`config.mk`:
```
export PLATFORM = sky130hd
export DESIGN_NAME = decode_stage_pipe_flat
export DESIGN_NICKNAME = d
export VERILOG_FILES = /design/src/rtl/rv_decode_pkg.sv /design/src/rtl/decode_stage_pipe_if.sv /design/src/rtl/rv_regfile.sv /design/src/rtl/decode_stage_pipe.sv /design/src/flat_wrapper.sv
export SDC_FILE = /design/constraint.sdc
export NUM_CORES = 2
export LEC_CHECK = 0
export CAP_MARGIN = 20
export CORE_ASPECT_RATIO = 1.1
export CORE_MARGIN = 4
export CORE_UTILIZATION = 61
export CTS_CLUSTER_DIAMETER = 150
export DETAILED_ROUTE_END_ITERATION = 8
export GPL_TIMING_DRIVEN = 0
export PLACE_DENSITY = 0.83
export SETUP_SLACK_MARGIN = 0.1
export SYNTH_ARGS = -nofsm -noshare
export SYNTH_HDL_FRONTEND = slang
export SYNTH_SLANG_ARGS = --single-unit
```
`constraint.sdc`:
```
create_clock -name clk -period 2.75 [get_ports clk]
set_clock_uncertainty 0.05 [all_clocks]
set_input_delay 0.4125 -clock clk [delete_from_list [all_inputs] [get_ports clk]]
set_output_delay 0.4125 -clock clk [all_outputs]
set_load 0.01 [all_outputs]
```
`src/rtl/rv_decode_pkg.sv`:
```
// Shared RV32I decode definitions: opcodes, immediate formats, field positions
// and the small decode helpers used by the decode stage.
package rv_decode_pkg;

    localparam logic [6:0] OPC_LOAD   = 7'b0000011;
    localparam logic [6:0] OPC_STORE  = 7'b0100011;
    localparam logic [6:0] OPC_OP     = 7'b0110011;
    localparam logic [6:0] OPC_OP_IMM = 7'b0010011;
    localparam logic [6:0] OPC_BRANCH = 7'b1100011;
    localparam logic [6:0] OPC_JAL    = 7'b1101111;
    localparam logic [6:0] OPC_JALR   = 7'b1100111;
    localparam logic [6:0] OPC_LUI    = 7'b0110111;
    localparam logic [6:0] OPC_AUIPC  = 7'b0010111;

    localparam int OPC_LSB = 0;
    localparam int RD_LSB  = 7;
    localparam int F3_LSB  = 12;
    localparam int RS1_LSB = 15;
    localparam int RS2_LSB = 20;
    localparam int F7_LSB  = 25;

    typedef enum logic [2:0] {IMM_I, IMM_S, IMM_B, IMM_U, IMM_J, IMM_NONE} imm_type_e;

    function automatic imm_type_e imm_sel(input logic [6:0] opc);
        case (opc)
            OPC_LOAD, OPC_OP_IMM, OPC_JALR: return IMM_I;
            OPC_STORE:                      return IMM_S;
            OPC_BRANCH:                     return IMM_B;
            OPC_LUI, OPC_AUIPC:             return IMM_U;
            OPC_JAL:                        return IMM_J;
            default:                        return IMM_NONE;
        endcase
    endfunction

    function automatic logic [31:0] imm32_gen(input logic [31:0] i, input imm_type_e t);
        case (t)
            IMM_I:   return {{20{i[31]}}, i[31:20]};
            IMM_S:   return {{20{i[31]}}, i[31:25], i[11:7]};
            IMM_B:   return {{19{i[31]}}, i[31], i[7], i[30:25], i[11:8], 1'b0};
            IMM_U:   return {i[31:12], 12'b0};
            IMM_J:   return {{11{i[31]}}, i[31], i[19:12], i[20], i[30:21], 1'b0};
            default: return 32'b0;
        endcase
    endfunction

    function automatic logic rs1_used(input logic [6:0] opc);
        return !(opc == OPC_LUI || opc == OPC_AUIPC || opc == OPC_JAL);
    endfunction

    function automatic logic rs2_used(input logic [6:0] opc);
        return opc == OPC_OP || opc == OPC_STORE || opc == OPC_BRANCH;
    endfunction

endpackage

```
`src/rtl/decode_stage_pipe_if.sv`:
```
// Fetch/write-back/execute signal bundle of the decode stage.
// master = surrounding pipeline, slave = decode stage.
interface decode_stage_pipe_if #(
    parameter int XLEN  = 32,
    parameter int NREGS = 32
);
    localparam int RW = $clog2(NREGS);

    logic            in_valid;
    logic            in_ready;
    logic [31:0]     in_instr;
    logic [XLEN-1:0] in_pc;
    logic            flush;
    logic            wb_we;
    logic [RW-1:0]   wb_rd;
    logic [XLEN-1:0] wb_data;
    logic            out_valid;
    logic            out_ready;
    logic [XLEN-1:0] out_pc;
    logic [XLEN-1:0] out_rs1_data;
    logic [XLEN-1:0] out_rs2_data;
    logic [XLEN-1:0] out_imm;
    logic [RW-1:0]   out_rd;
    logic [RW-1:0]   out_rs1;
    logic [RW-1:0]   out_rs2;
    logic [6:0]      out_opcode;
    logic [2:0]      out_funct3;
    logic [6:0]      out_funct7;

    modport master (
        output in_valid, in_instr, in_pc, flush, wb_we, wb_rd, wb_data, out_ready,
        input  in_ready, out_valid, out_pc, out_rs1_data, out_rs2_data, out_imm,
               out_rd, out_rs1, out_rs2, out_opcode, out_funct3, out_funct7
    );

    modport slave (
        input  in_valid, in_instr, in_pc, flush, wb_we, wb_rd, wb_data, out_ready,
        output in_ready, out_valid, out_pc, out_rs1_data, out_rs2_data, out_imm,
               out_rd, out_rs1, out_rs2, out_opcode, out_funct3, out_funct7
    );
endinterface

```
`src/rtl/rv_regfile.sv`:
```
// Architectural register file: two combinational read ports, one write port,
// x0 hardwired to zero, optional write-through bypass.
module rv_regfile #(
    parameter int XLEN      = 32,
    parameter int NREGS     = 32,
    parameter int BYPASS_WB = 1,
    parameter int RW        = $clog2(NREGS)
) (
    input  logic            clk,
    input  logic            rst,
    input  logic [RW-1:0]   ra1,
    input  logic [RW-1:0]   ra2,
    output logic [XLEN-1:0] rd1,
    output logic [XLEN-1:0] rd2,
    input  logic            we,
    input  logic [RW-1:0]   wa,
    input  logic [XLEN-1:0] wd
);
    logic [XLEN-1:0] regs [NREGS];

    always_ff @(posedge clk) begin
        if (rst) begin
            for (int i = 0; i < NREGS; i++) regs[i] <= '0;
        end else if (we && wa != '0) begin
            regs[wa] <= wd;
        end
    end

    function automatic logic [XLEN-1:0] rd_port(input logic [RW-1:0] ra);
        if (ra == '0)                                  return '0;
        else if (BYPASS_WB != 0 && we && wa == ra)     return wd;
        else                                           return regs[ra];
    endfunction

    assign rd1 = rd_port(ra1);
    assign rd2 = rd_port(ra2);
endmodule

```
`src/rtl/decode_stage_pipe.sv`:
```
// RV32I decode stage: register read, immediate generation, load-use stall and
// the ID/EX pipeline register behind a valid/ready handshake.
module decode_stage_pipe
    import rv_decode_pkg::*;
#(
    parameter int XLEN      = 32,
    parameter int NREGS     = 32,
    parameter int BYPASS_WB = 1,
    parameter int HAZARD_EN = 1
) (
    input logic clk,
    input logic rst,
    decode_stage_pipe_if.slave bus
);
    localparam int RW = $clog2(NREGS);

    logic [31:0]     instr;
    logic [6:0]      opc;
    logic [RW-1:0]   rs1, rs2, rd;
    logic [XLEN-1:0] rs1_data, rs2_data, imm;
    logic            hazard, accept;

    assign instr = bus.in_instr;
    assign opc   = instr[OPC_LSB +: 7];
    assign rd    = instr[RD_LSB  +: RW];
    assign rs1   = instr[RS1_LSB +: RW];
    assign rs2   = instr[RS2_LSB +: RW];
    assign imm   = XLEN'($signed(imm32_gen(instr, imm_sel(opc))));

    rv_regfile #(.XLEN(XLEN), .NREGS(NREGS), .BYPASS_WB(BYPASS_WB)) u_rf (
        .clk (clk),
        .rst (rst),
        .ra1 (rs1),
        .ra2 (rs2),
        .rd1 (rs1_data),
        .rd2 (rs2_data),
        .we  (bus.wb_we),
        .wa  (bus.wb_rd),
        .wd  (bus.wb_data)
    );

    // A load result is not available until after EX/MEM, so a dependent
    // instruction waits one cycle while the load drains.
    always_comb begin
        hazard = (HAZARD_EN != 0) && bus.out_valid && bus.out_opcode == OPC_LOAD
              && bus.out_rd != '0 && bus.in_valid
              && ((rs1_used(opc) && rs1 == bus.out_rd) || (rs2_used(opc) && rs2 == bus.out_rd));
    end

    assign bus.in_ready = bus.flush | ((!bus.out_valid | bus.out_ready) & !hazard);
    assign accept       = bus.in_valid & bus.in_ready & !bus.flush;

    always_ff @(posedge clk) begin
        if (rst) begin
            bus.out_valid    <= 1'b0;
            bus.out_pc       <= '0;
            bus.out_rs1_data <= '0;
            bus.out_rs2_data <= '0;
            bus.out_imm      <= '0;
            bus.out_rd       <= '0;
            bus.out_rs1      <= '0;
            bus.out_rs2      <= '0;
            bus.out_opcode   <= '0;
            bus.out_funct3   <= '0;
            bus.out_funct7   <= '0;
        end else if (bus.flush) begin
            bus.out_valid <= 1'b0;
        end else if (accept) begin
            bus.out_valid    <= 1'b1;
            bus.out_pc       <= bus.in_pc;
            bus.out_rs1_data <= rs1_data;
            bus.out_rs2_data <= rs2_data;
            bus.out_imm      <= imm;
            bus.out_rd       <= rd;
            bus.out_rs1      <= rs1;
            bus.out_rs2      <= rs2;
            bus.out_opcode   <= opc;
            bus.out_funct3   <= instr[F3_LSB +: 3];
            bus.out_funct7   <= instr[F7_LSB +: 7];
        end else if (bus.out_ready) begin
            bus.out_valid <= 1'b0;
        end
    end
endmodule

```
`src/flat_wrapper.sv`:
```
// flat-port wrapper written by rule: the top's interface ports become plain ports
module decode_stage_pipe_flat import rv_decode_pkg::*;
#(
    parameter int XLEN      = 32,
    parameter int NREGS     = 32,
    parameter int BYPASS_WB = 1,
    parameter int HAZARD_EN = 1
)
  (clk, rst, bus_in_valid, bus_in_instr, bus_in_pc, bus_flush, bus_wb_we, bus_wb_rd, bus_wb_data, bus_out_ready, bus_in_ready, bus_out_valid, bus_out_pc, bus_out_rs1_data, bus_out_rs2_data, bus_out_imm, bus_out_rd, bus_out_rs1, bus_out_rs2, bus_out_opcode, bus_out_funct3, bus_out_funct7);
  decode_stage_pipe_if #(.XLEN(XLEN), .NREGS(NREGS)) bus_i ();
  input logic clk;
  input logic rst;
  input wire logic [$bits(bus_i.in_valid)-1:0] bus_in_valid;
  input wire logic [$bits(bus_i.in_instr)-1:0] bus_in_instr;
  input wire logic [$bits(bus_i.in_pc)-1:0] bus_in_pc;
  input wire logic [$bits(bus_i.flush)-1:0] bus_flush;
  input wire logic [$bits(bus_i.wb_we)-1:0] bus_wb_we;
  input wire logic [$bits(bus_i.wb_rd)-1:0] bus_wb_rd;
  input wire logic [$bits(bus_i.wb_data)-1:0] bus_wb_data;
  input wire logic [$bits(bus_i.out_ready)-1:0] bus_out_ready;
  output wire logic [$bits(bus_i.in_ready)-1:0] bus_in_ready;
  output wire logic [$bits(bus_i.out_valid)-1:0] bus_out_valid;
  output wire logic [$bits(bus_i.out_pc)-1:0] bus_out_pc;
  output wire logic [$bits(bus_i.out_rs1_data)-1:0] bus_out_rs1_data;
  output wire logic [$bits(bus_i.out_rs2_data)-1:0] bus_out_rs2_data;
  output wire logic [$bits(bus_i.out_imm)-1:0] bus_out_imm;
  output wire logic [$bits(bus_i.out_rd)-1:0] bus_out_rd;
  output wire logic [$bits(bus_i.out_rs1)-1:0] bus_out_rs1;
  output wire logic [$bits(bus_i.out_rs2)-1:0] bus_out_rs2;
  output wire logic [$bits(bus_i.out_opcode)-1:0] bus_out_opcode;
  output wire logic [$bits(bus_i.out_funct3)-1:0] bus_out_funct3;
  output wire logic [$bits(bus_i.out_funct7)-1:0] bus_out_funct7;
  assign bus_i.in_valid = bus_in_valid;
  assign bus_i.in_instr = bus_in_instr;
  assign bus_i.in_pc = bus_in_pc;
  assign bus_i.flush = bus_flush;
  assign bus_i.wb_we = bus_wb_we;
  assign bus_i.wb_rd = bus_wb_rd;
  assign bus_i.wb_data = bus_wb_data;
  assign bus_i.out_ready = bus_out_ready;
  assign bus_in_ready = bus_i.in_ready;
  assign bus_out_valid = bus_i.out_valid;
  assign bus_out_pc = bus_i.out_pc;
  assign bus_out_rs1_data = bus_i.out_rs1_data;
  assign bus_out_rs2_data = bus_i.out_rs2_data;
  assign bus_out_imm = bus_i.out_imm;
  assign bus_out_rd = bus_i.out_rd;
  assign bus_out_rs1 = bus_i.out_rs1;
  assign bus_out_rs2 = bus_i.out_rs2;
  assign bus_out_opcode = bus_i.out_opcode;
  assign bus_out_funct3 = bus_i.out_funct3;
  assign bus_out_funct7 = bus_i.out_funct7;
  decode_stage_pipe #(.XLEN(XLEN), .NREGS(NREGS), .BYPASS_WB(BYPASS_WB), .HAZARD_EN(HAZARD_EN)) u_core (.clk(clk), .rst(rst), .bus(bus_i));
endmodule
```
Word-level counts from Yosys, hierarchy flattened:

Memories as Yosys holds them, arrays and structs flattened.
Index checks and enable logic that the tools add are counted.

* register bits: 161
* RAM bits: 1024
* memories kept: 1

Memory list
* u_core.u_rf.regs: words 32, bits a word 32, rd ports 2, clocked after memory_dff 0, write ports 32, RTL line rv_regfile.sv:19 `logic [XLEN-1:0] regs [NREGS];`

* equal/unequal tests: 18
* muxes and demuxes: 16
* bitwise logic cells: 6
* reductions and logical operators: 29

Operators with widths (number)
* $mux 32: 5
* $pmux 32 s5: 1
* $reduce_or 32->1: 1
* $eq 7x6->1 const B: 3
* $eq 7x7->1 const B: 3
* $eq 5x5->1: 4
* $pmux 3 s5: 1
* $eq 7x2->1 const B: 2
* $eq 7x5->1 const B: 2
* $logic_not 5->1: 2
* $reduce_bool 5->1: 2
* $logic_and 1x1->1: 9
* $mux 1: 8
* $eq 3x2->1 const B: 2
* $logic_or 1x1->1: 5
* $mux 5: 1
* $logic_not 1->1: 4
* $reduce_or 2->1: 2
* $and 1x1->1: 3
* $eq 3x1->1 const B: 1
* $eq 3x3->1 const B: 1
* $logic_not 3->1: 1
* $reduce_or 3->1: 1
* $or 1x1->1: 2
* 3 further kinds: 3

Longest topological paths before layout:

* depth after elaboration: 13
* gate-level depth with buffers: 9
* gate-level depth less buffers: 6

Hierarchy:

From an unflattened synthesis, not the netlist that was laid out.

* cell total of the unflattened synthesis: 4597
* area total of the unflattened synthesis: 61820.5 um2

Modules (own cells, without submodules)
* rv_regfile: times used 1, cells an instance 3802, area an instance 55061.6 um2
* decode_stage_pipe: times used 1, cells an instance 795, area an instance 6759.0 um2

Least setup slack after synthesis:

OpenSTA, ideal clock, no wires.

* kind: input port to flip-flop
* from: in bus_in_instr[17]
* to: reg u_core.bus.out_rs1_data[18]
* data arrival time: 2375 ps
* data required time: 2583 ps
* path slack: 209 ps
* stages on the path: 8
* buffers on the path: 3
* cell sequence: buf_2 clkbuf_1 clkbuf_1 mux4_2 mux4_2 mux2i_1 a21oi_1 a22o_1

* word-level cells in the longest chain between the ends: 10
* elaborated cells on any way between the ends: 16

RTL lines
* start, declared: RTL line flat_wrapper.sv:14 `input wire logic [$bits(bus_i.in_instr)-1:0] bus_in_instr;`
* $eq 5x5->1: RTL line decode_stage_pipe.sv:47 `&& ((rs1_used(opc) && rs1 == bus.out_rd) || (rs2_used(opc) && rs2 == bus.out_rd));`
* $logic_and 1x1->1: RTL line decode_stage_pipe.sv:47
* $logic_or 1x1->1: RTL line decode_stage_pipe.sv:47
* $logic_and 1x1->1: RTL line decode_stage_pipe.sv:47
* $logic_not 1->1: RTL line decode_stage_pipe.sv:50 `assign bus.in_ready = bus.flush | ((!bus.out_valid | bus.out_ready) & !hazard);`
* $and 1x1->1: RTL line decode_stage_pipe.sv:50
* $or 1x1->1: RTL line decode_stage_pipe.sv:50
* $and 1x1->1 (2 in a row): RTL line decode_stage_pipe.sv:51 `assign accept = bus.in_valid & bus.in_ready & !bus.flush;`
* $reduce_and 2->1 (no line)
* end signal, assigned: RTL line decode_stage_pipe.sv:71 `bus.out_rs1_data <= rs1_data;`
* end, declared: RTL line decode_stage_pipe_if.sv:38 `output in_ready, out_valid, out_pc, out_rs1_data, out_rs2_data, out_imm,`

Parallel ways exist; a longest one is shown, timed or not.
A chain may end at the register's enable or synchronous reset.

Worst setup path after layout:

* from: reg u_core.bus.out_rd[0] in the netlist's numbering
* to: out bus_in_ready

* word-level cells in the longest chain between the ends: 7
* elaborated cells on any way between the ends: 12

RTL lines
* start, declared: RTL line decode_stage_pipe_if.sv:39 `out_rd, out_rs1, out_rs2, out_opcode, out_funct3, out_funct7`
* start signal, assigned: RTL line decode_stage_pipe.sv:74 `bus.out_rd <= rd;`
* $eq 5x5->1 / $reduce_bool 5->1 (equally long branches): RTL line decode_stage_pipe.sv:47, decode_stage_pipe.sv:46
* $logic_and 1x1->1, on equally long branches: RTL line decode_stage_pipe.sv:47, decode_stage_pipe.sv:46
* $logic_or 1x1->1 / $logic_and 1x1->1 (equally long branches): RTL line decode_stage_pipe.sv:47, decode_stage_pipe.sv:46
* $logic_and 1x1->1 (*): RTL line decode_stage_pipe.sv:47
* $logic_not 1->1 (*): RTL line decode_stage_pipe.sv:50
* $and 1x1->1 (*): RTL line decode_stage_pipe.sv:50
* $or 1x1->1 (*): RTL line decode_stage_pipe.sv:50
* end, declared: RTL line flat_wrapper.sv:21 `output wire logic [$bits(bus_i.in_ready)-1:0] bus_in_ready;`

Every way passes the cells marked *; elsewhere a longest branch is shown, timed or not.

==> impl_metrics.env <==
export IMPL_outcome="finished with violations"
export IMPL_violations="negative setup slack"
export IMPL_crit_type="reg2out"
export IMPL_wl_um=219000
export IMPL_dpl_cell_count=5519
export IMPL_max_freq_mhz=350
export IMPL_setup_worst_path_start="u_core.bus.out_rd[0]"
export IMPL_worstPathArrival_ns=2.40
export IMPL_synth_edf_count=1024
export IMPL_r2r_cells=8
export IMPL_cts_root_buf="clkbuf_16"
export IMPL_num_fill_cells=6075
export IMPL_fin_cells=5802
export IMPL_final_hold_viol_count=0
export IMPL_relSlewSlack=0.180
export IMPL_die_w_um=309
export IMPL_gp_congestion=0.986
export IMPL_cp_max_fo=5
export IMPL_cp_slowest_stage_delay_ns=0.56
export IMPL_hp_start="bus_in_instr[1]"
export IMPL_synthFlopType="edfxtp_1"
export IMPL_fin_nets=4505
export IMPL_r2r_setup_slack_ns=0.09
export IMPL_track_usage=0.415
export IMPL_numCtsBuffers=119
export IMPL_worstMarginPinSlew_ns=1.23
export IMPL_syn2layout_area_growth_pct=15.6
export IMPL_tritoncts="yes"
export IMPL_r2r_end="u_core.bus.out_rs2_data[15]"
export IMPL_clock_path_buffers=3
export IMPL_antenna_found_initial=11
export IMPL_critPathCaptureType="output port"
export IMPL_rows=121
export IMPL_seq_area_frac_synth=0.560
export IMPL_maxCapViolations=0
export IMPL_ys_types=47
export IMPL_antenna_left=0
export IMPL_crit_slowest_cell="or4_1"
export IMPL_mostFrequentLayoutCells="edfxtp_1, and2_1, mux4_2"
export IMPL_netlist_area_um2=60700
export IMPL_mostFrequentLayoutCell="edfxtp_1"
export IMPL_initial_core_util=0.614
export IMPL_slew_violations=0
export IMPL_synthArstFlopShare=0
export IMPL_period_share=1.04
export IMPL_grt_overflow=0
export IMPL_p_leak_nw=24.0
export IMPL_drt_vias_per_instance=7.38
export IMPL_grt_pass1_vias=42600
export IMPL_syn_inst=3933
export IMPL_dp_hpwl_um=145000
export IMPL_setup_violations_final=3
export IMPL_grt_max_degree=33
export IMPL_io_pins=269
export IMPL_worstSkewPairLatency_ns=0.72
export IMPL_path_cells="or4_1 > nor2_2 > nor4_4 > o21ai_2 > clkbuf_8 > buf_6 > a21o_1 > buf_2"
export IMPL_drcViolationCount=0
export IMPL_final_core_util=0.710
export IMPL_dieHeight_um=339
export IMPL_coreArea_um2=98900
export IMPL_first_iter_violations=8014
export IMPL_power_density_nw_per_um2=620
export IMPL_fin_crit_ns=2.86
export IMPL_synthTopCellsByArea="edfxtp_1, mux4_2, and2_1"
export IMPL_rsz0062_at_grt="true"
export IMPL_total_power_w=0.0435
export IMPL_holdPathStages=3
export IMPL_cts_sinks=1185
export IMPL_path_clk_slew_ns=0.07
export IMPL_fin_ws_ns=-0.108
export IMPL_grt_pass1_wl_um=303000
export IMPL_rr_startpoint="u_core.bus.out_rd[0]"
export IMPL_portBuffers=251
export IMPL_wl_per_cell_um=37.7
export IMPL_drt_pass1_iter_count=7
export IMPL_htreeDepth=3
export IMPL_die_area_um2=105000
export IMPL_drive_gt1_frac=0.255
export IMPL_peakVddDrop_uv=640
export IMPL_ys_warn_count=0
export IMPL_hold_end="u_core.bus.out_opcode[1]"
export IMPL_synth_top_area_cell="edfxtp_1"
export IMPL_vias=42800
export IMPL_synth_seq_cells=1185
export IMPL_synth_area_per_cell_um2=15.4
export IMPL_hp_class="in2reg"
export IMPL_required_ns=2.29
export IMPL_yosys_area_top_type_share=0.507
export IMPL_start_kind="flip-flop"
## synthesized netlist by cell type, types with 8 or more instances
cell	count
nand2_1	12
o21ai_0	73
nand3_1	71
or2_2	32
buf_6	25
xnor2_1	12
buf_1	30
a21oi_1	155
xor2_1	8
buf_2	55
edfxtp_1	1024
o2bb2ai_1	24
clkbuf_1	313
dfxtp_1	161
mux2i_1	67
a22o_1	63
nor2_1	101
mux4_2	638
and2_1	993
## state kept, by name, indices dropped and copies added (netlist names), 7 cells and up
signal and flops:
u_core.bus.out_funct7 7, u_core.u_rf.regs 1024, u_core.bus.out_rs2_data 32, u_core.bus.out_rs1_data 32, u_core.bus.out_imm 32, u_core.bus.out_pc 32, u_core.bus.out_opcode 7
## what timing repair did
item | 4_1_cts | 5_1_grt
gates resized for setup | 196 | 139
setup endpoints to repair | 1130 | 1653
buffers inserted | 7 | 6
pin swaps | 14 | 6
hold buffers | 2 | 0
endpoints found under the hold margin | 2 | 0
cloned | 14 | 10
## how the worst max path moves through the flow
stage / endpoint / slack (ns)
2_1_floorplan: u_core.bus.out_rs1_data[18] / 0.21
3_3_place_gp: u_core.bus.out_rs2_data[12] / -1.62
3_5_place_dp: u_core.bus.out_rs1_data[9] / -1.45
4_1_cts: bus_in_ready / -0.25
5_1_grt: bus_in_ready / -0.19
6_report: bus_in_ready / -0.11
## final cells by class
| type | instances | area (um^2) | share of cell area |
|---|---|---|---|
| diodes | 13 | 32.5 | 0.000464 |
| repair buffers | 289 | 2970 | 0.0424 |
| multi-input cells | 2372 | 25500 | 0.364 |
| flip-flops and latches | 1185 | 34000 | 0.484 |
| well taps | 1291 | 1620 | 0.0230 |
| clock inverters | 53 | 532 | 0.00758 |
| clock buffers | 168 | 3380 | 0.0481 |
| plain buffers | 430 | 2110 | 0.0300 |
| inverters | 1 | 3.75 | 0.0000535 |
## logic make-up (layout without fill, tap and decap cells)
family / count (synthesis) / count (layout) / synth area share
AO/OA/AOI/OAI: 333 / 333 / 0.0337
XOR/XNOR: 20 / 20 / 0.00289
buffers and inverters: 431 / 941 / 0.0313
flip-flops: 1185 / 1185 / 0.560
multiplexers: 706 / 706 / 0.248
other: 1 / 45 / 0.0000618
AND/OR/NAND/NOR: 1257 / 1281 / 0.124
## worst max-delay path: cells and delay by family, from the launching register on
kind            cells  cell delay (ns)
buf+inv             3             0.36
flops               1             0.38
compound gates      2             0.17
simple gates        3             0.77
## report_power, final
part | switching [W] | internal, W
combinational | 0.00332 | 0.00255
sequential | 0.000547 | 0.0205
clock | 0.00712 | 0.00945
## metal layers
layer  global-route usage  vias to the layer above  share of wire
met5              0.00419                        -        0.00016
met4                0.339                        6           0.11
met3                0.156                     1157           0.16
met2                0.600                     4691           0.43
met1                0.500                    20900           0.30
li1                     -                    16100              -
## through the flow
| step | area, um^2 | hold WS [ns] | TNS (ns) | worst slack, ns |
|---|---|---|---|---|
| 4_1_cts | 69600 | 0.140 | -4.05 | -0.247 |
| 6_report | 70200 | 0.155 | -0.127 | -0.108 |
| 2_1_floorplan | 60800 | 0.435 | 0 | 0.209 |
| 3_5_place_dp | 65100 | 0.398 | -1594.94 | -1.45 |
| 5_1_grt | 70100 | 0.174 | -0.186 | -0.186 |
| 3_3_place_gp | 64900 | 0.397 | -1561.85 | -1.62 |
No activity file was read; power rests on OpenSTA's default activity.
